### config.mk
export PLATFORM = sky130hd
export DESIGN_NAME = id_ex_stage
export DESIGN_NICKNAME = d
export VERILOG_FILES = /design/src/rtl/rv_pkg.sv /design/src/rtl/id_ex_decode.sv /design/src/rtl/id_ex_stage.sv
export SDC_FILE = /design/constraint.sdc
export NUM_CORES = 1
export LEC_CHECK = 0
export CAP_MARGIN = 15
export CORE_ASPECT_RATIO = 1.25
export CORE_UTILIZATION = 46
export DETAILED_ROUTE_END_ITERATION = 12
export MAX_ROUTING_LAYER = met4
export PLACE_DENSITY = 0.82
export SLEW_MARGIN = 10
export SYNTH_ARGS = -nofsm -noshare
export SYNTH_HDL_FRONTEND = slang
export SYNTH_SLANG_ARGS = --single-unit
export TNS_END_PERCENT = 100
### constraint.sdc
create_clock -name clk -period 3.2 [get_ports clk]
set_clock_uncertainty 0.05 [all_clocks]
set_input_delay 0.64 -clock clk [delete_from_list [all_inputs] [get_ports clk]]
set_output_delay 0.64 -clock clk [all_outputs]
set_load 0.05 [all_outputs]
### src/rtl/rv_pkg.sv
// +--------------------------------------------------------------------------+
// | rv_pkg: opcodes, ALUSel codes and operand-source enums for rvcore-lite.   |
// | Revision: 1.0                                                            |
// +--------------------------------------------------------------------------+
`default_nettype none
package rv_pkg;
  localparam int XLEN = 32;

  localparam logic [6:0] OPC_OP     = 7'b0110011;
  localparam logic [6:0] OPC_OP_IMM = 7'b0010011;
  localparam logic [6:0] OPC_LUI    = 7'b0110111;
  localparam logic [6:0] OPC_AUIPC  = 7'b0010111;
  localparam logic [6:0] OPC_LOAD   = 7'b0000011;
  localparam logic [6:0] OPC_STORE  = 7'b0100011;
  localparam logic [6:0] OPC_BRANCH = 7'b1100011;
  localparam logic [6:0] OPC_JAL    = 7'b1101111;
  localparam logic [6:0] OPC_JALR   = 7'b1100111;

  localparam logic [3:0] ALU_ADD   = 4'b0000;
  localparam logic [3:0] ALU_SLL   = 4'b0001;
  localparam logic [3:0] ALU_SLT   = 4'b0010;
  localparam logic [3:0] ALU_SLTU  = 4'b0011;
  localparam logic [3:0] ALU_XOR   = 4'b0100;
  localparam logic [3:0] ALU_SRL   = 4'b0101;
  localparam logic [3:0] ALU_OR    = 4'b0110;
  localparam logic [3:0] ALU_AND   = 4'b0111;
  localparam logic [3:0] ALU_SUB   = 4'b1000;
  localparam logic [3:0] ALU_SRA   = 4'b1101;
  localparam logic [3:0] ALU_PASSB = 4'b1111;

  typedef enum logic {A_RS1 = 1'b0, A_PC = 1'b1} a_sel_e;
  typedef enum logic [1:0] {B_RS2 = 2'd0, B_IMM = 2'd1, B_FOUR = 2'd2} b_sel_e;
endpackage
`default_nettype wire

### src/rtl/id_ex_decode.sv
// +--------------------------------------------------------------------------+
// | id_ex_decode: opcode/funct fields to operand selects and ALUSel code.     |
// | Revision: 1.0                                                            |
// +--------------------------------------------------------------------------+
`default_nettype none
module id_ex_decode
  import rv_pkg::*;
(
  input  logic [6:0] opcode,
  input  logic [2:0] funct3,
  input  logic       funct7b5,
  output a_sel_e     a_sel,
  output b_sel_e     b_sel,
  output logic [3:0] alusel,
  output logic       reg_we,
  output logic       illegal
);
  logic f7_op;
  logic f7_imm;

  // Only the add/sub and shift-right slots use funct7b5 as an opcode bit.
  assign f7_op  = funct7b5 & ((funct3 == 3'b000) | (funct3 == 3'b101));
  assign f7_imm = funct7b5 & (funct3 == 3'b101);

  always_comb begin
    a_sel   = A_RS1;
    b_sel   = B_RS2;
    alusel  = ALU_ADD;
    reg_we  = 1'b1;
    illegal = 1'b0;
    case (opcode)
      OPC_OP:     alusel = {f7_op, funct3};
      OPC_OP_IMM: begin
        b_sel  = B_IMM;
        alusel = {f7_imm, funct3};
      end
      OPC_LUI: begin
        b_sel  = B_IMM;
        alusel = ALU_PASSB;
      end
      OPC_AUIPC: begin
        a_sel = A_PC;
        b_sel = B_IMM;
      end
      OPC_LOAD:   b_sel = B_IMM;
      OPC_STORE: begin
        b_sel  = B_IMM;
        reg_we = 1'b0;
      end
      OPC_BRANCH: begin
        alusel = ALU_SUB;
        reg_we = 1'b0;
      end
      OPC_JAL, OPC_JALR: begin
        a_sel = A_PC;
        b_sel = B_FOUR;
      end
      default: begin
        illegal = 1'b1;
        reg_we  = 1'b0;
      end
    endcase
  end
endmodule
`default_nettype wire

### src/rtl/id_ex_stage.sv
// +--------------------------------------------------------------------------+
// | id_ex_stage: ID/EX pipeline register with decode, operand select and     |
// | MEM/WB forwarding feeding the ALU.  Revision: 1.0                        |
// +--------------------------------------------------------------------------+
`default_nettype none
module id_ex_stage
  import rv_pkg::*;
#(
  parameter int XLEN = 32
) (
  input  logic            clk,
  input  logic            rst_n,
  input  logic            stall,
  input  logic            flush,
  input  logic            id_valid,
  input  logic [XLEN-1:0] id_pc,
  input  logic [4:0]      id_rs1,
  input  logic [4:0]      id_rs2,
  input  logic [4:0]      id_rd,
  input  logic [XLEN-1:0] id_rs1_data,
  input  logic [XLEN-1:0] id_rs2_data,
  input  logic [XLEN-1:0] id_imm,
  input  logic [6:0]      id_opcode,
  input  logic [2:0]      id_funct3,
  input  logic            id_funct7b5,
  input  logic            mem_fwd_we,
  input  logic [4:0]      mem_fwd_rd,
  input  logic [XLEN-1:0] mem_fwd_data,
  input  logic            wb_fwd_we,
  input  logic [4:0]      wb_fwd_rd,
  input  logic [XLEN-1:0] wb_fwd_data,
  output logic            ex_valid,
  output logic [4:0]      ex_rd,
  output logic            ex_reg_we,
  output logic            ex_illegal,
  output logic [XLEN-1:0] ex_a,
  output logic [XLEN-1:0] ex_b,
  output logic [3:0]      ex_alusel
);
  localparam logic [XLEN-1:0] C_FOUR = XLEN'(4);

  a_sel_e     dec_a_sel;
  b_sel_e     dec_b_sel;
  logic [3:0] dec_alusel;
  logic       dec_reg_we;
  logic       dec_illegal;

  id_ex_decode u_decode (
    .opcode   (id_opcode),
    .funct3   (id_funct3),
    .funct7b5 (id_funct7b5),
    .a_sel    (dec_a_sel),
    .b_sel    (dec_b_sel),
    .alusel   (dec_alusel),
    .reg_we   (dec_reg_we),
    .illegal  (dec_illegal)
  );

  logic            valid_q;
  logic [XLEN-1:0] pc_q;
  logic [4:0]      rs1_q;
  logic [4:0]      rs2_q;
  logic [4:0]      rd_q;
  logic [XLEN-1:0] rs1_data_q;
  logic [XLEN-1:0] rs2_data_q;
  logic [XLEN-1:0] imm_q;
  a_sel_e          a_sel_q;
  b_sel_e          b_sel_q;
  logic [3:0]      alusel_q;
  logic            reg_we_q;
  logic            illegal_q;

  logic [XLEN-1:0] fwd_rs1;
  logic [XLEN-1:0] fwd_rs2;

  // x0 is never forwarded; MEM is younger than WB so it takes priority.
  always_comb begin
    fwd_rs1 = rs1_data_q;
    if (rs1_q != 5'd0 && mem_fwd_we && mem_fwd_rd == rs1_q)     fwd_rs1 = mem_fwd_data;
    else if (rs1_q != 5'd0 && wb_fwd_we && wb_fwd_rd == rs1_q)  fwd_rs1 = wb_fwd_data;
    fwd_rs2 = rs2_data_q;
    if (rs2_q != 5'd0 && mem_fwd_we && mem_fwd_rd == rs2_q)     fwd_rs2 = mem_fwd_data;
    else if (rs2_q != 5'd0 && wb_fwd_we && wb_fwd_rd == rs2_q)  fwd_rs2 = wb_fwd_data;
  end

  always_ff @(posedge clk or negedge rst_n) begin
    if (!rst_n) begin
      valid_q    <= 1'b0;
      pc_q       <= '0;
      rs1_q      <= '0;
      rs2_q      <= '0;
      rd_q       <= '0;
      rs1_data_q <= '0;
      rs2_data_q <= '0;
      imm_q      <= '0;
      a_sel_q    <= A_RS1;
      b_sel_q    <= B_RS2;
      alusel_q   <= ALU_ADD;
      reg_we_q   <= 1'b0;
      illegal_q  <= 1'b0;
    end else if (flush) begin
      valid_q <= 1'b0;
    end else if (stall) begin
      // Refresh operand data so a producer retiring mid-stall is not lost.
      rs1_data_q <= fwd_rs1;
      rs2_data_q <= fwd_rs2;
    end else begin
      valid_q    <= id_valid;
      pc_q       <= id_pc;
      rs1_q      <= id_rs1;
      rs2_q      <= id_rs2;
      rd_q       <= id_rd;
      rs1_data_q <= id_rs1_data;
      rs2_data_q <= id_rs2_data;
      imm_q      <= id_imm;
      a_sel_q    <= dec_a_sel;
      b_sel_q    <= dec_b_sel;
      alusel_q   <= dec_alusel;
      reg_we_q   <= dec_reg_we;
      illegal_q  <= dec_illegal;
    end
  end

  always_comb begin
    ex_a = fwd_rs1;
    if (a_sel_q == A_PC) ex_a = pc_q;
    case (b_sel_q)
      B_IMM:   ex_b = imm_q;
      B_FOUR:  ex_b = C_FOUR;
      default: ex_b = fwd_rs2;
    endcase
  end

  assign ex_valid   = valid_q;
  assign ex_rd      = rd_q;
  assign ex_reg_we  = reg_we_q & valid_q;
  assign ex_illegal = illegal_q & valid_q;
  assign ex_alusel  = alusel_q;
endmodule
`default_nettype wire

# ---- Word-level counts from Yosys, hierarchy flattened
# Index checks and enable logic that the tools add are counted.
dict set report totals {
  register_bits 153
  latchBits 0
  mem_bits_rw 0
  rom_bits 0
  input_bits 235
  out_inout_bits 76
  wordCells 69
  n_memories 0
}
dict set report classes {
  add_sub_neg 0
  n_mul 0
  div 0
  order_cmp 0
  eq_ne 17
  shift 0
  muxes 15
  n_bitwise 7
  n_reduce_logical 17
}
# operator count
set op_table {}
lappend op_table {{$mux 32} 7}
lappend op_table {{$pmux 32 s2} 1}
lappend op_table {{$eq 7x6->1 const B} 3}
lappend op_table {{$eq 7x7->1 const B} 3}
lappend op_table {{$eq 5x5->1} 4}
lappend op_table {{$pmux 4 s4} 1}
lappend op_table {{$eq 7x5->1 const B} 2}
lappend op_table {{$reduce_bool 5->1} 2}
lappend op_table {{$reduce_or 9->1} 1}
lappend op_table {{$logic_and 1x1->1} 8}
lappend op_table {{$eq 7x2->1 const B} 1}
lappend op_table {{$reduce_or 7->1} 1}
lappend op_table {{$mux 1} 5}
lappend op_table {{$reduce_or 5->1} 1}
lappend op_table {{$and 1x1->1} 4}
lappend op_table {{$pmux 2 s2} 1}
lappend op_table {{$eq 3x3->1 const B} 1}
lappend op_table {{$logic_not 3->1} 1}
lappend op_table {{$reduce_or 3->1} 1}
lappend op_table {{$eq 2x1->1 const B} 1}
lappend op_table {{$eq 2x2->1 const B} 1}
lappend op_table {{$ne 2x1->1 const B} 1}
lappend op_table {{$not 1->1} 2}
lappend op_table {{$reduce_and 2->1} 1}
lappend op_table {{2 further kinds} 2}

# ---- Longest topological paths before layout
dict set report logic_depth {
  ltp_word 6
  mapped_depth 8
  ltp_nobuf 6
}

# ---- Modules after synthesis
# A second synthesis with hierarchy kept.
dict set report unflattened {
  cells_unflattened 959
  hier_area_um2 9163.8
}
# module instances cells_each area_each_um2 seq_area_each_um2
set modules_own_cells {}
lappend modules_own_cells {id_ex_stage 1 925 8934.8 3828.7}
lappend modules_own_cells {id_ex_decode 1 34 229.0 0.0}

# ---- Least setup slack after synthesis
# Ideal clock, no wire load.
dict set report synth_timing {
  path_type {input to output}
  start {input wb_fwd_rd[2]}
  end {output ex_b[15]}
  arrival_ns 2.858
  t_required_ns 2.510
  path_slack_ns -0.348
  cell_stages 5
  path_buffers 1
  cell_sequence {or3_1 > a211oi_2 > buf_2 > mux2i_1 > o21ai_0}
}
dict set report synth_via {
  elab_chain_cells 5
}
# element line
set synth_rtl {}
lappend synth_rtl {{start, declared} id_ex_stage.sv:30} ;# input logic [4:0] wb_fwd_rd,
lappend synth_rtl {{$eq 5x5->1} id_ex_stage.sv:83} ;# else if (rs2_q != 5'd0 && wb_fwd_we && wb_fwd_rd == rs2_q) fwd_rs2 = wb_fwd_data;
lappend synth_rtl {{$logic_and 1x1->1} id_ex_stage.sv:83}
lappend synth_rtl {{$mux 32} id_ex_stage.sv:83}
lappend synth_rtl {{$mux 32} id_ex_stage.sv:82} ;# if (rs2_q != 5'd0 && mem_fwd_we && mem_fwd_rd == rs2_q) fwd_rs2 = mem_fwd_data;
lappend synth_rtl {{$pmux 32 s2} id_ex_stage.sv:127} ;# case (b_sel_q)
lappend synth_rtl {{end, declared} id_ex_stage.sv:37} ;# output logic [XLEN-1:0] ex_b,
# No other way between the ends.

# ---- Final worst setup path
dict set report layout_timing {
  start {register rs1_q[3]}
  end {output ex_a[18]}
}
dict set report layout_via {
  elab_chain_cells 6
  word_cells_on_any_way 10
  cone_classes {eq/ne: 2; mux: 3; reduce/logical: 5}
}
# element line
set layout_rtl {}
lappend layout_rtl {{start, declared} id_ex_stage.sv:61} ;# logic [4:0] rs1_q;
lappend layout_rtl {{start signal, assigned} id_ex_stage.sv:110} ;# rs1_q <= id_rs1;
lappend layout_rtl {{$reduce_bool 5->1} {id_ex_stage.sv:79, id_ex_stage.sv:80}}
lappend layout_rtl {{$logic_and 1x1->1 (2 in a row)} id_ex_stage.sv:80} ;# else if (rs1_q != 5'd0 && wb_fwd_we && wb_fwd_rd == rs1_q) fwd_rs1 = wb_fwd_data;
lappend layout_rtl {{$mux 32} id_ex_stage.sv:80}
lappend layout_rtl {{$mux 32 *} id_ex_stage.sv:79} ;# if (rs1_q != 5'd0 && mem_fwd_we && mem_fwd_rd == rs1_q) fwd_rs1 = mem_fwd_data;
lappend layout_rtl {{$mux 32 *} id_ex_stage.sv:126} ;# if (a_sel_q == A_PC) ex_a = pc_q;
lappend layout_rtl {{end, declared} id_ex_stage.sv:36} ;# output logic [XLEN-1:0] ex_a,
# Mark *: on every way between the ends. The rest lies on a longest branch, timed or not.

==> summary.json <==
{
  "clkLatencyLatePin": {"value": 0.43, "unit": "ns"},
  "maximum_number_of_pins_on_one_net_before_global_route_repair": {"value": 80},
  "dieArea": {"value": 20200, "unit": "um2"},
  "finalWirelength": {"value": 39600, "unit": "um"},
  "min_path_type": {"value": "in2async"},
  "die_h": {"value": 158, "unit": "um"},
  "timing.final.hold_violations": {"value": 0},
  "fp-row-count": {"value": 56},
  "netlist.top_cell.by_area": {"value": "dfrtp_1"},
  "number_of_vias_per_cell": {"value": 6.33},
  "cts_buffer_depth": {"value": 2},
  "core_area": {"value": 19000, "unit": "um2"},
  "p_sw": {"value": 2.84, "unit": "mW"},
  "worst_path_class_setup": {"value": "reg2out"},
  "combinationalPowerShare": {"value": 42.4, "unit": "%"},
  "synth.ff_latch_count": {"value": 153},
  "drt-pass1-iter-count": {"value": 6},
  "drive_above_1_share": {"value": 28.0, "unit": "%"},
  "synth.avg_cell_area": {"value": 8.68, "unit": "um2"},
  "sequential_group_share_of_total_power": {"value": 31.2, "unit": "%"},
  "crit_fanout": {"value": 8},
  "worst-endpoint-arrival": {"value": 2.74, "unit": "ns"},
  "fin_crit_sh": {"value": 107, "unit": "%"},
  "clock_tree_root_driver_cell": {"value": "clkbuf_16"},
  "routabilityCongestion": {"value": 0.982},
  "cts_inserted_buffers": {"value": 17},
  "rsz0062_at_grt": {"value": "true"},
  "register_area_share_after_synthesis": {"value": 42.5, "unit": "%"},
  "multi_input_area": {"value": 5900, "unit": "um2"},
  "p_int": {"value": 4.80, "unit": "mW"},
  "worstSetupStartpointType": {"value": "register"},
  "leakagePower": {"value": 6.38, "unit": "nW"},
  "synth_warnings": {"value": 0},
  "starting_utilization_of_the_core_area": {"value": 47.5, "unit": "%"},
  "drv_cap": {"value": 0},
  "place.detailed.hpwl": {"value": 25200, "unit": "um"},
  "final_nets": {"value": 1622},
  "wl_per_cell": {"value": 23.8, "unit": "um"},
  "setup_tns": {"value": -5.27, "unit": "ns"},
  "buffer_ports.inserted": {"value": 310},
  "power_density": {"value": 494, "unit": "nW/um2"},
  "vdd_ir_drop_max": {"value": 0.000438, "unit": "V"},
  "timing.reg2reg.setup_slack": {"value": 0.76, "unit": "ns"},
  "seqCellArea": {"value": 3830, "unit": "um2"},
  "total_power": {"value": 7.65, "unit": "mW"},
  "run_status": {"value": "finished with violations"},
  "route.detailed.drc": {"value": 0},
  "ys_async_sr_fraction": {"value": 100, "unit": "%"},
  "synth_cell_type_count": {"value": 51},
  "clock_sink_count": {"value": 153},
  "synth.top_cell.area_share": {"value": 42.5, "unit": "%"},
  "synth_edf_count": {"value": 0},
  "timing.hold.ws": {"value": 0.110, "unit": "ns"},
  "syn_area": {"value": 9010, "unit": "um2"},
  "cts_hold_buf": {"value": 0},
  "chipWidth": {"value": 127, "unit": "um"},
  "timing.reg2reg.worst_path_depth": {"value": 10},
  "worst-slew-pin-transition": {"value": 1.06, "unit": "ns"},
  "tritoncts": {"value": "built"},
  "postLayoutSetupSlackWorst": {"value": -0.227, "unit": "ns"},
  "power.switching_fraction": {"value": 37.2, "unit": "%"},
  "num-fill-cells": {"value": 1116},
  "grt_use_total": {"value": 38.5, "unit": "%"},
  "synth_area_leaders": {"value": "dfrtp_1 42%, nand2_1 11%, nor3b_1 5.2%, mux2i_1 3.9%, a221oi_1 3.7%"},
  "final_setup_fails": {"value": 50},
  "grt_residual_overflow": {"value": 0},
  "synthFlopType": {"value": "dfrtp_1"},
  "clock_power_share": {"value": 26.4, "unit": "%"},
  "failed_checks": {"value": "negative setup slack"},
  "area_delta_synth_final": {"value": 71.7, "unit": "%"},
  "place_ws": {"value": -0.409, "unit": "ns"},
  "dr.first_iter.drc_count": {"value": 1010},
  "clock.fmax": {"value": 0.292, "unit": "GHz"},
  "regToRegEndpoint": {"value": "rs1_data_q[0]$_DFFE_PN0N_"},
  "final_slew_viol_count": {"value": 0},
  "clock_tree.htree_level_count": {"value": 4},
  "grt_pass1_vias": {"value": 10300},
  "path_clk_slew": {"value": 0.07, "unit": "ns"},
  "top_level_ports": {"value": 311},
  "timing.rr.start": {"value": "rs1_q[3]$_DFFE_PN0P_"},
  "synthesis.instances": {"value": 1038},
  "critical_path_capture_point_type": {"value": "output pin"},
  "post_synthesis_net_count": {"value": 1275},
  "required": {"value": 2.51, "unit": "ns"},
  "fin_crit": {"value": 3.43, "unit": "ns"},
  "first_pass_grt_wire_length": {"value": 57200, "unit": "um"},
  "detailroute.via_count": {"value": 10500},
  "antenna_left": {"value": 0},
  "timing.slew.headroom": {"value": 29.2, "unit": "%"},
  "grt_antenna_before_repair": {"value": 5}
}
## placed cells by master, fill, tap and decap left out, types with 6 or more instances in the layout
cell	instances
a21oi_1	11
a221o_1	24
a221oi_1	31
a22oi_1	31
a31oi_1	12
a31oi_2	8
and3_1	32
buf_12	61
buf_4	72
buf_6	37
clkbuf_16	19
clkdlybuf4s50_1	232
dfrtp_1	149
dlygate4sd2_1	7
mux2_2	19
mux2_4	6
mux2i_4	27
nand2_1	260
nand3_1	25
nor3_1	21
nor3b_1	62
o21ai_0	29
o21ai_1	14
o21ai_2	26
o31ai_1	21
o31ai_2	16
o31ai_4	6
xnor2_1	7
xnor2_2	10
## how the worst max path moves through the flow
stage,start,endpoint,slack (ns),depth (start not counted)
3_3_place_gp,wb_fwd_rd[2],ex_a[5],-0.36,9
5_1_grt,rs1_q[3]$_DFFE_PN0P_,ex_a[18],-0.25,10
6_report,rs1_q[3]$_DFFE_PN0P_,ex_a[18],-0.23,10
3_5_place_dp,wb_fwd_rd[1],ex_a[18],-0.41,7
2_1_floorplan,wb_fwd_rd[2],ex_b[15],0.03,5
4_1_cts,rs1_q[1]$_DFFE_PN0P_,ex_a[3],-0.17,8
## power groups by stage
stage                     sequential, mW  combinational, mW  clock, mW
after floorplan                     2.35               1.38          0
after global placement              2.35               2.71          0
after detailed placement            2.36               2.74          0
after CTS                           2.35               2.97       2.03
after global routing                2.41               3.37       2.11
final                               2.39               3.24       2.02
## state kept, by name (all words and copies together) (netlist names)
name        count
imm_q          32
pc_q           32
rs1_data_q     32
rs2_data_q     32
ex_rd           5
rs1_q           5
rs2_q           5
ex_alusel       4
b_sel_q         2
a_sel_q         1
ex_valid        1
illegal_q       1
reg_we_q        1
## Yosys cell counts, types with 5 or more instances
library cell / instances
a21oi_1: 11
a22oi_1: 31
nor3b_1: 62
nor2_1: 12
clkbuf_1: 80
nand3_1: 28
o21ai_1: 9
nand2_1: 263
dfrtp_1: 153
and3_1: 32
buf_2: 10
mux2i_1: 35
nor2b_1: 5
mux2_2: 25
o21ai_0: 60
o31ai_1: 43
a31oi_1: 25
a221o_1: 24
a221oi_1: 38
nor3_1: 26
xnor2_1: 18
## cell families after synthesis
group           synth area share, %
fa+ha+maj                     0.278
buf+inv                        4.43
mux                            7.01
xor+xnor                       1.75
flops                          42.5
compound gates                 20.0
simple gates                   24.0
## layout make-up
class	count	area share [%]
Antenna cell	5	0.0809
Multi-Input combinational cell	785	38.2
Sequential cell	153	24.8
Inverter	4	0.0971
Clock inverter	14	0.898
Timing Repair Buffer	424	31.0
Clock buffer	18	2.84
Tap cell	261	2.11
## per-layer routing
layer	wire length, um	GRT usage (%)	vias to the layer above
met5	0	-	-
met4	2800	25.7	0
met2	19500	64.0	765
li1	-	-	4497
met3	3150	5.07	196
met1	14200	43.9	5067
## worst max-delay path, cell delays in order (launching register included)
cell and delay (ns):
dfrtp_2 0.43, buf_4 0.17, xnor2_2 0.15, nand4_1 0.24, buf_6 0.22, buf_6 0.14
nor2_2 0.11, buf_6 0.19, a221oi_2 0.10, o31ai_2 0.33, buf_6 0.21
## per-stage QoR
| stage | cell area, um2 | cells | utilization (%) |
|---|---|---|---|
| floorplan | 9050 | 1038 | - |
| global placement | 13300 | 1591 | 69.8 |
| detailed placement | 13300 | 1591 | 69.8 |
| CTS | 14700 | 1642 | 77.6 |
| global route | 15500 | 1664 | 81.5 |
| finish | 15500 | 1664 | 81.5 |
## timing repair
item	in CTS	in global routing
endpoints found under the setup margin	64	64
resized for setup	137	116
pin swaps	23	19
setup buffers	15	13
gates cloned	4	4
(Power assumes the default switching activity.)
==> RTL edit: new RTL, same settings <==
`XLEN` is set to 32 in 2 places; all go to 16.
--- a/src/rtl/rv_pkg.sv
+++ b/src/rtl/rv_pkg.sv
@@ -5,5 +5,5 @@
 `default_nettype none
 package rv_pkg;
-  localparam int XLEN = 32;
+  localparam int XLEN = 16;
 
   localparam logic [6:0] OPC_OP     = 7'b0110011;
--- a/src/rtl/id_ex_stage.sv
+++ b/src/rtl/id_ex_stage.sv
@@ -7,5 +7,5 @@
   import rv_pkg::*;
 #(
-  parameter int XLEN = 32
+  parameter int XLEN = 16
 ) (
   input  logic            clk,
Interface: changed (8 resized); port bits go from 311 to 183. No check against the original RTL was run, so the function may have changed too.
==> RTL edit against the original RTL <==
The flow still finishes with violations (setup timing); clock power down 41%; utilization up 2.7 points; hold slack improved by 190 ps; combinational power shrank 42%; sequential power fell by 41%; design area decreased by 41%; worst setup slack gained 170 ps; wire length decreased by 40%; sequential cell count shrank 64; critical endpoint is now ex_b[7]; die area down 42%; synthesized area down 43%; power is 41% lower.
==> RTL edit: results (changes against the original RTL) <==
status=complete, but fails checks (unchanged); failing checks=setup timing (unchanged); Synth Area in XOR/XNOR=0.03194 (was 0.01750); largest net degree at the start of global routing=58 (was 80); First-pass DRT Iterations=7 (was 6); Synth Warn #=0 (unchanged); RR Startpoint=rs1_q[1] (was rs1_q[3]); hpwl dp=13.75 mm (was 25.23 mm); number of global-route vias before repair=6315 (was 10290); Netlist cell types=47 (was 51); adder-cell share of the synthesized area=0.004839 (was 0.002777); Clock transition at path regs=60 ps; Pleak=3.761 nW (was 6.383 nW); Synth Area in Compound Gates=0.2088 (was 0.2002); worst skew pair latency=350 ps (was 430 ps); CP arrival=2560 ps (was 2740 ps); Final setup viols=5 (was 50); Max rail drop VDD=0.3320 mV (was 0.4376 mV); top cells by area, synth=dfrtp_1 (43%), nand2_1 (13%), o31ai_1 (4.8%), nor3b_1 (4.4%), a221oi_1 (3.6%) (was dfrtp_1 (42%), nand2_1 (11%), nor3b_1 (5.2%), mux2i_1 (3.9%), a221oi_1 (3.7%)); DR iter-0 viols=654 (was 1010); Post-DP Area=7705 um^2 (was 13260 um^2); DR WL/cell=25.08 um (was 23.83 um); final worst slack=-53.35 ps (was -227.1 ps); flop-to-flop setup slack=800 ps (was 760 ps); Root Driver=clkbuf_16 (unchanged); GRT Util Overall=0.3919 (was 0.3853); multiplexer share of the synthesized area=0.03291 (was 0.07012); H-tree levels=3 (was 4); worst-case reg-to-reg path depth=10 (unchanged); Hold Worst Slack=303.1 ps (was 110.1 ps); layout cells sized above 1=0.2540 (was 0.2797); Synth Area per Inst=8.633 um^2 (was 8.681 um^2); Net Count, Synth=740 (was 1275); IO buf count=182 (was 310); Slowest Stage Delay on Critical Path=530 ps (was 430 ps); top cells by count, synth=nand2_1 (173), dfrtp_1 (89), o31ai_1 (33), clkbuf_1 (31), nor3b_1 (30) (was nand2_1 (263), dfrtp_1 (153), clkbuf_1 (80), nor3b_1 (62), o21ai_0 (60)); setup TNS=-132.0 ps (was -5275 ps); first-pass GRT wire length=34.01 mm (was 57.18 mm); worst r2r dst=rs1_data_q[7] (was rs1_data_q[0]); ANT nets after route=0 (unchanged); Cells after DPL=904 (was 1591); post-synthesis sequential area ratio=0.4307 (was 0.4249); Place WS=-237.9 ps (was -409.2 ps); Synth async-reset ratio=1.000 (unchanged); routability cong.=0.9178 (was 0.9822); Slew HR=0.4976 (was 0.2920); initial antenna violation count=0 (was 5); via count=6205 (was 10530); delay-heaviest family, CP=simple AND/OR/NAND/NOR gates (was buffers and inverters); CTS max path bufs=2 (unchanged); Min-Delay Path Class=in -> async (unchanged); Primary FF master, synth=dfrtp_1 (unchanged); diodes inserted=0 (was 5); total CTS buffers=9 (was 17); Crit Path Max Fanout=7 (was 8); Non-Filler Instances=947 (was 1664); Slowest-stage cell, CP=nor4_1 (was dfrtp_2)
[RTL edit: logic make-up after synthesis]
kind of cell	count (synthesis)
AOI/OAI and AO/OA	148
and+or+nand+nor	277
xor gates and xnor gates	18
adders and majority gates	2
buffers and inverters	48
muxes	17
DFF	89
[RTL edit: routing by layer]
| layer | vias to the layer above | GRT usage | wire [um] |
|---|---|---|---|
| met5 | - | - | 0 |
| met4 | 0 | 0.2593 | 1717 |
| met3 | 155 | 0.06994 | 2309 |
| met2 | 559 | 0.6360 | 11500 |
| met1 | 2917 | 0.4467 | 8225 |
| li1 | 2574 | - | - |
[RTL edit: layout make-up]
cell class / instances / area [um^2]
multi-input combinational: 463 / 3538
timing repair buffer: 242 / 2781
sequential: 89 / 2230
fill: 508 / 1707
clock buffer: 9 / 225.2
tap: 132 / 165.2
clock inverter: 7 / 107.6
inverter: 5 / 18.77
[RTL edit: what timing repair did]
action                     4_1_cts  5_1_grt
setup endpoints to repair       32       32
gates cloned                     5        2
pin swaps                       37       13
setup buffers                   14        7
resized for setup               92       50
[RTL edit: how the worst max path moves through the flow]
stage | from | end | slack (ps) | cells past startpoint
5_1_grt | rs1_q[1] | ex_a[1] | -70 | 7
2_1_floorplan | wb_fwd_rd[2] | ex_b[11] | 50 | 5
6_report | rs2_q[4] | ex_b[7] | -50 | 8
4_1_cts | mem_fwd_rd[2] | ex_b[14] | 3 | 8
3_5_place_dp | wb_fwd_rd[2] | ex_b[15] | -240 | 8
3_3_place_gp | wb_fwd_rd[2] | ex_b[12] | -170 | 8
[RTL edit: power by group]
group          internal, W  total, W  switching, W  leakage, nW
clock network     0.000701   0.00120      0.000502        0.160
logic             0.000908   0.00189      0.000983         2.49
registers          0.00126   0.00141      0.000147         1.11
